`config.mk`:
```
export PLATFORM = sky130hd
export DESIGN_NAME = buffer_receiver_flat
export DESIGN_NICKNAME = d
export VERILOG_FILES = /design/src/rtl/buffer_receiver_if.sv /design/src/rtl/buffer_receiver.sv /design/src/flat_wrapper.sv
export SDC_FILE = /design/constraint.sdc
export NUM_CORES = 1
export LEC_CHECK = 0
export ABC_AREA = 1
export ABC_CLOCK_PERIOD_IN_PS = 2900
export CORE_MARGIN = 5
export CORE_UTILIZATION = 55
export CTS_CLUSTER_DIAMETER = 50
export DETAILED_ROUTE_END_ITERATION = 6
export MAX_ROUTING_LAYER = met4
export PLACE_DENSITY = 0.74
export SLEW_MARGIN = 20
export SYNTH_ARGS = -nofsm -noshare
export SYNTH_HDL_FRONTEND = slang
export SYNTH_SLANG_ARGS = --single-unit
```
`constraint.sdc`:
```
create_clock -name clk -period 2.9 [get_ports clk]
set_input_delay 0.725 -clock clk [delete_from_list [all_inputs] [get_ports clk]]
set_output_delay 0.725 -clock clk [all_outputs]
set_load 0.01 [all_outputs]
```
`src/rtl/buffer_receiver_if.sv`:
```
// Serial-to-byte receive buffer bus: bit stream in, byte pops out, fill status.
interface buffer_receiver_if #(parameter int ADDR_W = 7);
   logic                input_bit;
   logic                bit_valid;
   logic                read_req;
   logic [7:0]          read_data;
   logic                read_valid;
   logic [ADDR_W+3:0]   bits_used;
   logic [ADDR_W:0]     bytes_ready;
   logic                full;
   logic                empty;
   logic                overflow;

   modport master (
      output input_bit, bit_valid, read_req,
      input  read_data, read_valid, bits_used, bytes_ready, full, empty, overflow
   );

   modport slave (
      input  input_bit, bit_valid, read_req,
      output read_data, read_valid, bits_used, bytes_ready, full, empty, overflow
   );
endinterface

```
`src/rtl/buffer_receiver.sv`:
```
// Assembles an LSB-first serial bit stream into bytes held in a 2^ADDR_W byte FIFO;
// bytes are popped one per request with one cycle of latency.
module buffer_receiver #(
   parameter int ADDR_W = 7
) (
   input  logic              clk,
   input  logic              rst,
   buffer_receiver_if.slave  bus
);
   localparam int DEPTH = 1 << ADDR_W;
   localparam logic [ADDR_W+3:0] CAP_BITS = (ADDR_W+4)'(8 << ADDR_W);

   logic [7:0]        mem [DEPTH];
   logic [7:0]        asm_byte;
   logic [2:0]        bit_cnt;
   logic [ADDR_W-1:0] wr_ptr;
   logic [ADDR_W-1:0] rd_ptr;
   logic [ADDR_W:0]   bytes_ready;
   logic [ADDR_W:0]   bytes_next;
   logic [7:0]        read_data_p1;
   logic              vld_p1;
   logic              overflow;
   logic              full;
   logic              accept;
   logic              byte_done;
   logic              pop;

   // bits_used is exactly 8*bytes_ready + bit_cnt, so it is a plain concatenation
   assign bus.bits_used   = {bytes_ready, bit_cnt};
   assign full            = (bus.bits_used == CAP_BITS);
   assign bus.full        = full;
   assign bus.empty       = (bus.bits_used == '0);
   assign bus.bytes_ready = bytes_ready;
   assign bus.read_data   = read_data_p1;
   assign bus.read_valid  = vld_p1;
   assign bus.overflow    = overflow;

   // A pop cannot make room for a bit in the same cycle: accept looks at full only
   assign accept    = rst & bus.bit_valid & ~full;
   assign byte_done = accept & (bit_cnt == 3'd7);
   assign pop       = rst & bus.read_req & (bytes_ready != '0);

   always_comb begin
      bytes_next = bytes_ready;
      case ({byte_done, pop})
         2'b10:   bytes_next = bytes_ready + (ADDR_W+1)'(1);
         2'b01:   bytes_next = bytes_ready - (ADDR_W+1)'(1);
         default: bytes_next = bytes_ready;
      endcase
   end

   // Data storage: never reset; stale contents are unreachable once the pointers clear
   always_ff @(posedge clk) begin
      if (accept) asm_byte[bit_cnt] <= bus.input_bit;
      if (byte_done) mem[wr_ptr] <= {bus.input_bit, asm_byte[6:0]};
   end

   // Stage p1: popped byte and its qualifier
   always_ff @(posedge clk or negedge rst) begin
      if (!rst) begin
         bit_cnt      <= '0;
         wr_ptr       <= '0;
         rd_ptr       <= '0;
         bytes_ready  <= '0;
         vld_p1       <= 1'b0;
         read_data_p1 <= 8'h00;
         overflow     <= 1'b0;
      end else begin
         bytes_ready <= bytes_next;
         vld_p1      <= pop;
         if (accept)    bit_cnt <= bit_cnt + 3'd1;
         if (byte_done) wr_ptr  <= wr_ptr + ADDR_W'(1);
         if (pop) begin
            rd_ptr       <= rd_ptr + ADDR_W'(1);
            read_data_p1 <= mem[rd_ptr];
         end
         if (bus.bit_valid && full) overflow <= 1'b1;
      end
   end
endmodule

```
`src/flat_wrapper.sv`:
```
// flat-port wrapper written by rule: the top's interface ports become plain ports
module buffer_receiver_flat 
#(
   parameter int ADDR_W = 7
)
  (clk, rst, bus_input_bit, bus_bit_valid, bus_read_req, bus_read_data, bus_read_valid, bus_bits_used, bus_bytes_ready, bus_full, bus_empty, bus_overflow);
  buffer_receiver_if #(.ADDR_W(ADDR_W)) bus_i ();
  input  logic clk;
  input  logic rst;
  input wire logic [$bits(bus_i.input_bit)-1:0] bus_input_bit;
  input wire logic [$bits(bus_i.bit_valid)-1:0] bus_bit_valid;
  input wire logic [$bits(bus_i.read_req)-1:0] bus_read_req;
  output wire logic [$bits(bus_i.read_data)-1:0] bus_read_data;
  output wire logic [$bits(bus_i.read_valid)-1:0] bus_read_valid;
  output wire logic [$bits(bus_i.bits_used)-1:0] bus_bits_used;
  output wire logic [$bits(bus_i.bytes_ready)-1:0] bus_bytes_ready;
  output wire logic [$bits(bus_i.full)-1:0] bus_full;
  output wire logic [$bits(bus_i.empty)-1:0] bus_empty;
  output wire logic [$bits(bus_i.overflow)-1:0] bus_overflow;
  assign bus_i.input_bit = bus_input_bit;
  assign bus_i.bit_valid = bus_bit_valid;
  assign bus_i.read_req = bus_read_req;
  assign bus_read_data = bus_i.read_data;
  assign bus_read_valid = bus_i.read_valid;
  assign bus_bits_used = bus_i.bits_used;
  assign bus_bytes_ready = bus_i.bytes_ready;
  assign bus_full = bus_i.full;
  assign bus_empty = bus_i.empty;
  assign bus_overflow = bus_i.overflow;
  buffer_receiver #(.ADDR_W(ADDR_W)) u_core (.clk(clk), .rst(rst), .bus(bus_i));
endmodule
```
==> results of run 1 <==
[state kept, by name, summed over array words and instances, names as in the netlist]
signal and count:
u_core.bus.read_data 8, u_core.bus.read_valid 1, u_core.mem 1024, u_core.asm_byte 7, u_core.rd_ptr 7, u_core.bus.bytes_ready 8
u_core.bus.overflow 1, u_core.wr_ptr 7, u_core.bit_cnt 3
[cell families after synthesis]
| logic type | Yosys count | synth area share, % |
|---|---|---|
| buf+inv | 601 | 5.44 |
| simple gates | 2219 | 19.8 |
| xor+xnor | 14 | 0.272 |
| fa+ha+maj | 13 | 0.377 |
| flops | 1066 | 70.5 |
| compound gates | 300 | 3.57 |
[power groups by stage]
stage / Clock, mW / Combinational [mW] / Sequential (mW)
CTS: 14.0 / 15.8 / 17.4
global placement: 0 / 15.5 / 17.7
floorplan: 0 / 9.91 / 17.7
finish: 13.9 / 16.2 / 17.4
detailed placement: 0 / 15.7 / 17.7
global route: 14.7 / 17.5 / 17.4
[routing by layer]
layer	vias up	share of wire, %
li1	14400	-
met1	14900	38
met2	1891	46
met3	317	11
met4	0	4.5
met5	-	0
[repair_timing]
action                                 CTS  global route
hold buffers                             0             0
pin swaps                                0             3
setup buffers                            0             2
setup endpoints to repair                2             5
endpoints found under the hold margin    0             0
gates resized for setup                  3             9
[layout by cell type, fill, tap and decap left out, types with 31 or more instances in the layout]
| master | synthesis | final |
|---|---|---|
| nand2_1 | 1249 | 1249 |
| edfxtp_1 | 1031 | 1031 |
| nor2_1 | 525 | 524 |
| nand3_1 | 415 | 414 |
| inv_1 | 364 | 362 |
| buf_4 | 13 | 221 |
| o21ai_0 | 189 | 188 |
| clkbuf_16 | 0 | 111 |
| a21oi_1 | 49 | 47 |
| o211ai_1 | 42 | 42 |
| buf_12 | 0 | 38 |
| dfrtp_1 | 35 | 32 |
| clkdlybuf4s50_1 | 0 | 31 |
[worst max-delay path, delay by kind of cell, from the launching register on]
| family | cells | cell delay [ps] |
|---|---|---|
| buffers and inverters | 2 | 410 |
| flip-flops | 1 | 380 |
| AND/OR/NAND/NOR | 3 | 620 |
[final cells by class]
type	instances	area share [%]
clock buffers	130	5.50
clock inverters	72	1.37
inverters	370	2.71
multi-input cells	2546	21.0
flip-flops and latches	1066	61.5
well taps	1070	2.59
repair buffers	293	5.31
[final timing paths]
check | cells past startpoint | slack (ps) | end | from
setup / recovery | 5 | 100 | bus_empty | u_core.bus.bytes_ready[4]
hold / removal | 2 | 80 | u_core.bus.bytes_ready[7] | rst
setup reg to reg | 13 | 230 | u_core.bus.read_data[7] | u_core.rd_ptr[0]
hold reg to reg | 2 | 480 | u_core.bus.read_data[1] | u_core.bus.read_data[1]
max in group asynchronous | 2 | 2380 | u_core.rd_ptr[1] | rst
min in group clk | 2 | 480 | u_core.bus.read_data[1] | u_core.bus.read_data[1]
[stage by stage]
step / hold slack, ps / std cells / setup slack [ps] / TNS, ps / area [um2]
2_1_floorplan: 429 / 4213 / 43.4 / 0 / 45100
3_3_place_gp: 470 / 5343 / -265 / -3010 / 48200
3_5_place_dp: 468 / 5343 / -266 / -15560 / 48200
4_1_cts: 60.0 / 5545 / 21.6 / 0 / 51700
5_1_grt: 106 / 5547 / -47.5 / -67.2 / 51800
6_report: 79.4 / 5547 / 99.2 / 0 / 51800
==> run summary, run 1 <==
STATUS
----------------------------------------------------------------------------------------------------
Result of the run                                                                       finished, violations left
Violations in the final reports                                                                  DRC

PWR
----------------------------------------------------------------------------------------------------
Worst IR drop on VDD                                                                          874 uV
Internal Dissipation                                                                         29.8 mW
Proportion of power drawn by combinational gates                                               34.1%
Leak Pwr                                                                                     20.4 nW
Clk network pwr share                                                                          29.3%
Ratio of total power to cell area                                                         916 mW/mm2
Total Power Consumption                                                                      47.4 mW
Switching part of the total power                                                              37.1%
Sequential power share                                                                         36.6%
Switching component of the power                                                             17.6 mW

YOSYS
----------------------------------------------------------------------------------------------------
Sequential fraction of the synthesis area                                                      70.5%
FF+latch count, synth                                                                           1066
Mean area per synthesized cell                                                              10.7 um2
Yosys warns                                                                                        0
Leading area contributor after synthesis                                                    edfxtp_1
Mapped Cells                                                                                    4213
Proportion of register bits with asynchronous set or reset after synthesis                     3.28%
Number of flops mapped to enable cells by yosys                                                 1031
Cell Area, Synth                                                                          0.0451 mm2
Ys flop type                                                                                edfxtp_1
Main area contributors after synthesis                                                  edfxtp_1, nand2_1, nand3_1
Portion of synthesized cell area occupied by the leading cell type                             68.6%
Unique masters post-synth                                                                         31
Cell types with the highest counts after synthesis                                      nand2_1, edfxtp_1, nor2_1, nand3_1, inv_1
Synth Net Count                                                                                 4231
Library cell with the highest instance count after synthesis                                 nand2_1

CRITICAL PATH
----------------------------------------------------------------------------------------------------
Crit path DAT                                                                                2080 ps
Worst Path Max Fanout                                                                              3
Cell at the slowest stage of the critical path                                               dfrtp_1
Setup crit end kind                                                                       output pin
Critical Setup Path Class                                                               register to output pin
Largest stage delay, worst path                                                               380 ps
Cells along the critical path                                                           or3_1, inv_1, nand2_1, nor2_1, dlygate4sd2_1
Required @ worst endpoint                                                                    2170 ps
Critical path startpoint category                                                           register

STA
----------------------------------------------------------------------------------------------------
Setup repair after global routing missed its margin                                             true
Ratio of final minimum period to clock period                                                  96.6%
Number of failing setup endpoints in the final timing report                                       0
Highest Clock Rate                                                                         0.357 GHz
Number of max-slew violations in the final report                                                  0
Final clock skew                                                                             40.6 ps
Worst Tran Pin Value                                                                          993 ps
Final hold violation count                                                                         0
Worst slew margin relative to its limit                                                        33.8%
Period minus WS final                                                                        2800 ps

ROUTE
----------------------------------------------------------------------------------------------------
DRC marker count from the first detailed-route iteration                                        4169
Via-to-Cell Ratio                                                                               5.67
Count of TritonRoute iterations in the first routing pass                                          7
Total via count after detailed routing                                                         31400
Drt drc                                                                                           11
WL final                                                                                   118000 um
Number of nets with antenna violations after routing                                               0
Routed length per placed instance                                                            21.2 um

CLOCKING
----------------------------------------------------------------------------------------------------
CTS HTree Levels                                                                                   3
Clock-pin slew reported for the worst setup and hold paths after clock tree synthesis          60 ps
CTS max path bufs                                                                                  3
Clock insertion delay at the later pin of the skew report                                     690 ps
TritonCTS sink count                                                                            1066
Number of clock buffers inserted by TritonCTS                                                    110
CTS tree                                                                                       built
Cell chosen for the clock root                                                             clkbuf_16

CELLS AND AREA
----------------------------------------------------------------------------------------------------
Footprint of the multi-input gates                                                        0.0109 mm2
Net total in the final layout                                                                   4405
Final core utilization                                                                         63.4%
Antenna diode count                                                                                0
Layout Area Growth over Synthesis                                                              14.7%
Sequential standard cell area                                                             0.0318 mm2
Share of final-layout standard cells stronger than drive strength 1                            9.94%
Number of inserted filler cells in the final layout                                             6110

GRT
----------------------------------------------------------------------------------------------------
Via count of the first global-routing pass                                                     30400
Routing usage on met2                                                                          41.8%
Global route overflow                                                                              0
Initial antenna violation count                                                                    0
Pin count of the biggest net entering global routing                                             170
Global-route wire length before repair                                                     177000 um
Grt met3 use                                                                                   4.99%
Global-route total usage across every layer                                                    27.5%
Most Crowded Layer GR                                                                           met2
Global routing met1 resource utilization                                                       37.3%

PLACED DESIGN
----------------------------------------------------------------------------------------------------
IO buf count                                                                                      35
Total half-perimeter wirelength after legalization and detailed placement                   70200 um
Routability cong.                                                                              0.937

MIN PATH
----------------------------------------------------------------------------------------------------
HP Class                                                                                input pin to asynchronous set/reset pin

FLOORPLAN
----------------------------------------------------------------------------------------------------
DIE WIDTH                                                                                     296 um
Full die area                                                                             0.0879 mm2
Ports                                                                                             36
Core Area                                                                                 0.0817 mm2
FP Rows                                                                                          105
Effective utilization at floorplan                                                             55.2%
Die height                                                                                    296 um

JOB
----------------------------------------------------------------------------------------------------
Number of maximum-capacitance violations                                                           0

Note: power is estimated with default switching activity, not from simulation.
==> run 2, diff against run 1 <==
- CAP_MARGIN: unset -> 20
- CORE_MARGIN: 5 -> 1
- PLACE_DENSITY: 0.74 -> unset
- PLACE_DENSITY_LB_ADDON: unset -> 0.3
==> run summary, run 2 (synthesis gave the netlist of run 1 again) <==
CRITICAL PATH
----------------------------------------------------------------------------------------------------
Worst Path Max Fanout                                                                              4   +1
Worst flop-to-flop path endpoint                                                        u_core.bus.bytes_ready[7]
Setup crit end kind                                                                       output pin
Critical path startpoint category                                                           register
Critical Setup Path Class                                                               register to output pin
Crit path DAT                                                                                2090 ps   about the same
Path depth of the worst reg2reg path                                                              18   +5
Startpoint of the most critical register-to-register path                               u_core.bit_cnt[0]
Flop-to-flop setup slack                                                                      120 ps   -110 ps
Required @ worst endpoint                                                                    2170 ps   about the same

PLACED DESIGN
----------------------------------------------------------------------------------------------------
DP Worst Slack                                                                               -183 ps   +82.8 ps
Total half-perimeter wirelength after legalization and detailed placement                   68200 um   -2.8%
Placed cell areas                                                                         0.0481 mm2   about the same
Post-Place Cells                                                                                5330   -0.24%
Routability cong.                                                                              0.928   -0.97%
IO buf count                                                                                      35   unchanged

ROUTE
----------------------------------------------------------------------------------------------------
Number of nets with antenna violations after routing                                               0   unchanged
Routed length per placed instance                                                            21.2 um   -0.24%
Count of TritonRoute iterations in the first routing pass                                          7   unchanged
Via-to-Cell Ratio                                                                               5.63   -0.65%
Drt drc                                                                                            4   -7
Total via count after detailed routing                                                         31200   -0.74%
DRC marker count from the first detailed-route iteration                                        3630   -13%
WL final                                                                                   117000 um   -0.33%

GRT
----------------------------------------------------------------------------------------------------
Global-route wire length before repair                                                     175000 um   -1.3%
Global-route total usage across every layer                                                    29.3%   +1.8 points
Initial antenna violation count                                                                    1   +1
Global route overflow                                                                              0   unchanged
Via count of the first global-routing pass                                                     30400   -0.21%
Pin count of the biggest net entering global routing                                             154   -9.4%

CELLS AND AREA
----------------------------------------------------------------------------------------------------
Most frequent cells in the layout                                                       nand2_1, edfxtp_1, nor2_1, nand3_1, inv_1
Leading cell type in the layout, fill and taps excluded                                      nand2_1
Flip-flop count of the largest register, all copies and words added                             1024   unchanged
Share of final-layout standard cells stronger than drive strength 1                            10.1%   +0.15 points
Final design area excluding fillers                                                       0.0519 mm2   +0.28%
Largest register by flop count                                                            u_core.mem
Number of inserted filler cells in the final layout                                             5956   -2.5%
Final core utilization                                                                         64.3%   +0.89 points
Antenna diode count                                                                                0   unchanged
Net total in the final layout                                                                   4404   -0.023%
Layout Area Growth over Synthesis                                                              15.1%
Final cell count without fillers                                                                5542   -0.090%

STA
----------------------------------------------------------------------------------------------------
Number of failing setup endpoints in the final timing report                                       0   unchanged
Final worst-path setup slack                                                                 86.3 ps   -12.8 ps
Worst Tran Pin Value                                                                          849 ps   -143 ps
Ratio of final minimum period to clock period                                                  97.0%   +0.44 points
Period minus WS final                                                                        2810 ps   +12.8 ps
Final clock skew                                                                             37.6 ps   -2.97 ps
Number of max-slew violations in the final report                                                  0   unchanged
Final hold violation count                                                                         0   unchanged
Highest Clock Rate                                                                         0.355 GHz   -0.46%
Worst slew margin relative to its limit                                                        43.4%   +9.6 points

FLOORPLAN
----------------------------------------------------------------------------------------------------
Ports                                                                                             36   unchanged
DIE WIDTH                                                                                     288 um   -2.7%
Effective utilization at floorplan                                                             55.8%   +0.62 points
FP Rows                                                                                          104   -0.95%
Core Area                                                                                 0.0808 mm2   -1.1%
Full die area                                                                             0.0832 mm2   -5.3%
Die height                                                                                    288 um   -2.7%

CLOCKING
----------------------------------------------------------------------------------------------------
Cell chosen for the clock root                                                             clkbuf_16
CTS tree                                                                                       built
CTS max path bufs                                                                                  3   unchanged
Number of clock buffers inserted by TritonCTS                                                    112   +1.8%
Clock insertion delay at the later pin of the skew report                                     690 ps   about the same
CTS HTree Levels                                                                                   3   unchanged
Clock-pin slew reported for the worst setup and hold paths after clock tree synthesis          60 ps   about the same
TritonCTS sink count                                                                            1066   unchanged

JOB
----------------------------------------------------------------------------------------------------
Number of maximum-capacitance violations                                                           0   unchanged

PWR
----------------------------------------------------------------------------------------------------
Total Power Consumption                                                                      47.8 mW   +0.73%
Leak Pwr                                                                                     20.4 nW   +0.37%
Ratio of total power to cell area                                                         920 mW/mm2   +0.45%
Worst IR drop on VDD                                                                          925 uV   +5.9%

STATUS
----------------------------------------------------------------------------------------------------
Violations in the final reports                                                                  DRC
Result of the run                                                                       finished, violations left

MIN PATH
----------------------------------------------------------------------------------------------------
HP Class                                                                                input pin to asynchronous set/reset pin

run 2: layout make-up:
class | instances | area [um2] | area share [%]
sequential | 1066 | 31800 | 61.3
tap | 1060 | 1330 | 2.55
multi-input combinational | 2546 | 10900 | 21.0
inverter | 370 | 1400 | 2.70
clock inverter | 70 | 738 | 1.42
clock buffer | 140 | 3010 | 5.80
timing repair buffer | 290 | 2710 | 5.23
run 2: what timing repair did:
item / in CTS / in global routing
pin swaps: 1 / 3
hold buffers: 0 / 0
buffers inserted: 1 / 1
resized for setup: 4 / 7
endpoints found under the setup margin: 2 / 5
hold endpoints to repair: 0 / 0
run 2: per-stage QoR:
stage | TNS [ps] | hold WS, ps
4_1_cts | 0 | 252
3_3_place_gp | -448 | 465
5_1_grt | -90.1 | 291
3_5_place_dp | -597 | 468
6_report | 0 | 249
2_1_floorplan | 0 | 429
run 2: metal layers:
| metal | part of all wire, % | GRT usage (%) | vias up |
|---|---|---|---|
| met2 | 48 | 46.8 | 1676 |
| li1 | - | - | 14400 |
| met4 | 3.5 | 11.4 | 0 |
| met5 | 0 | - | - |
| met1 | 38 | 37.1 | 14900 |
| met3 | 10 | 5.45 | 248 |
run 2: power breakdown:
part / switching [mW] / internal, mW / total (mW)
clock: 5.90 / 8.53 / 14.4
combinational: 11.2 / 4.74 / 15.9
sequential: 0.342 / 17.1 / 17.4
total: 17.4 / 30.4 / 47.8
run 2: worst max-delay path by stage:
stage | startpoint | to | slack [ps] | depth (start not counted)
after floorplan | u_core.bit_cnt[1] | u_core.bus.bytes_ready[7] | 40 | 19
after global placement | bus_bit_valid | u_core.bus.bytes_ready[5] | -180 | 16
after detailed placement | bus_bit_valid | u_core.bus.bytes_ready[7] | -180 | 14
after CTS | u_core.bus.bytes_ready[4] | bus_empty | 2 | 5
after global routing | u_core.bit_cnt[0] | u_core.bus.bytes_ready[7] | -80 | 18
final | u_core.bus.bytes_ready[2] | bus_empty | 90 | 6
run 2: worst max-delay path, cell delays in order (launching register included):
cell and delay (ps):
dfrtp_1 440, inv_1 100, nand4_1 150, nor2_1 170, nand2_2 110, nor2_2 140
dlygate4sd2_1 290
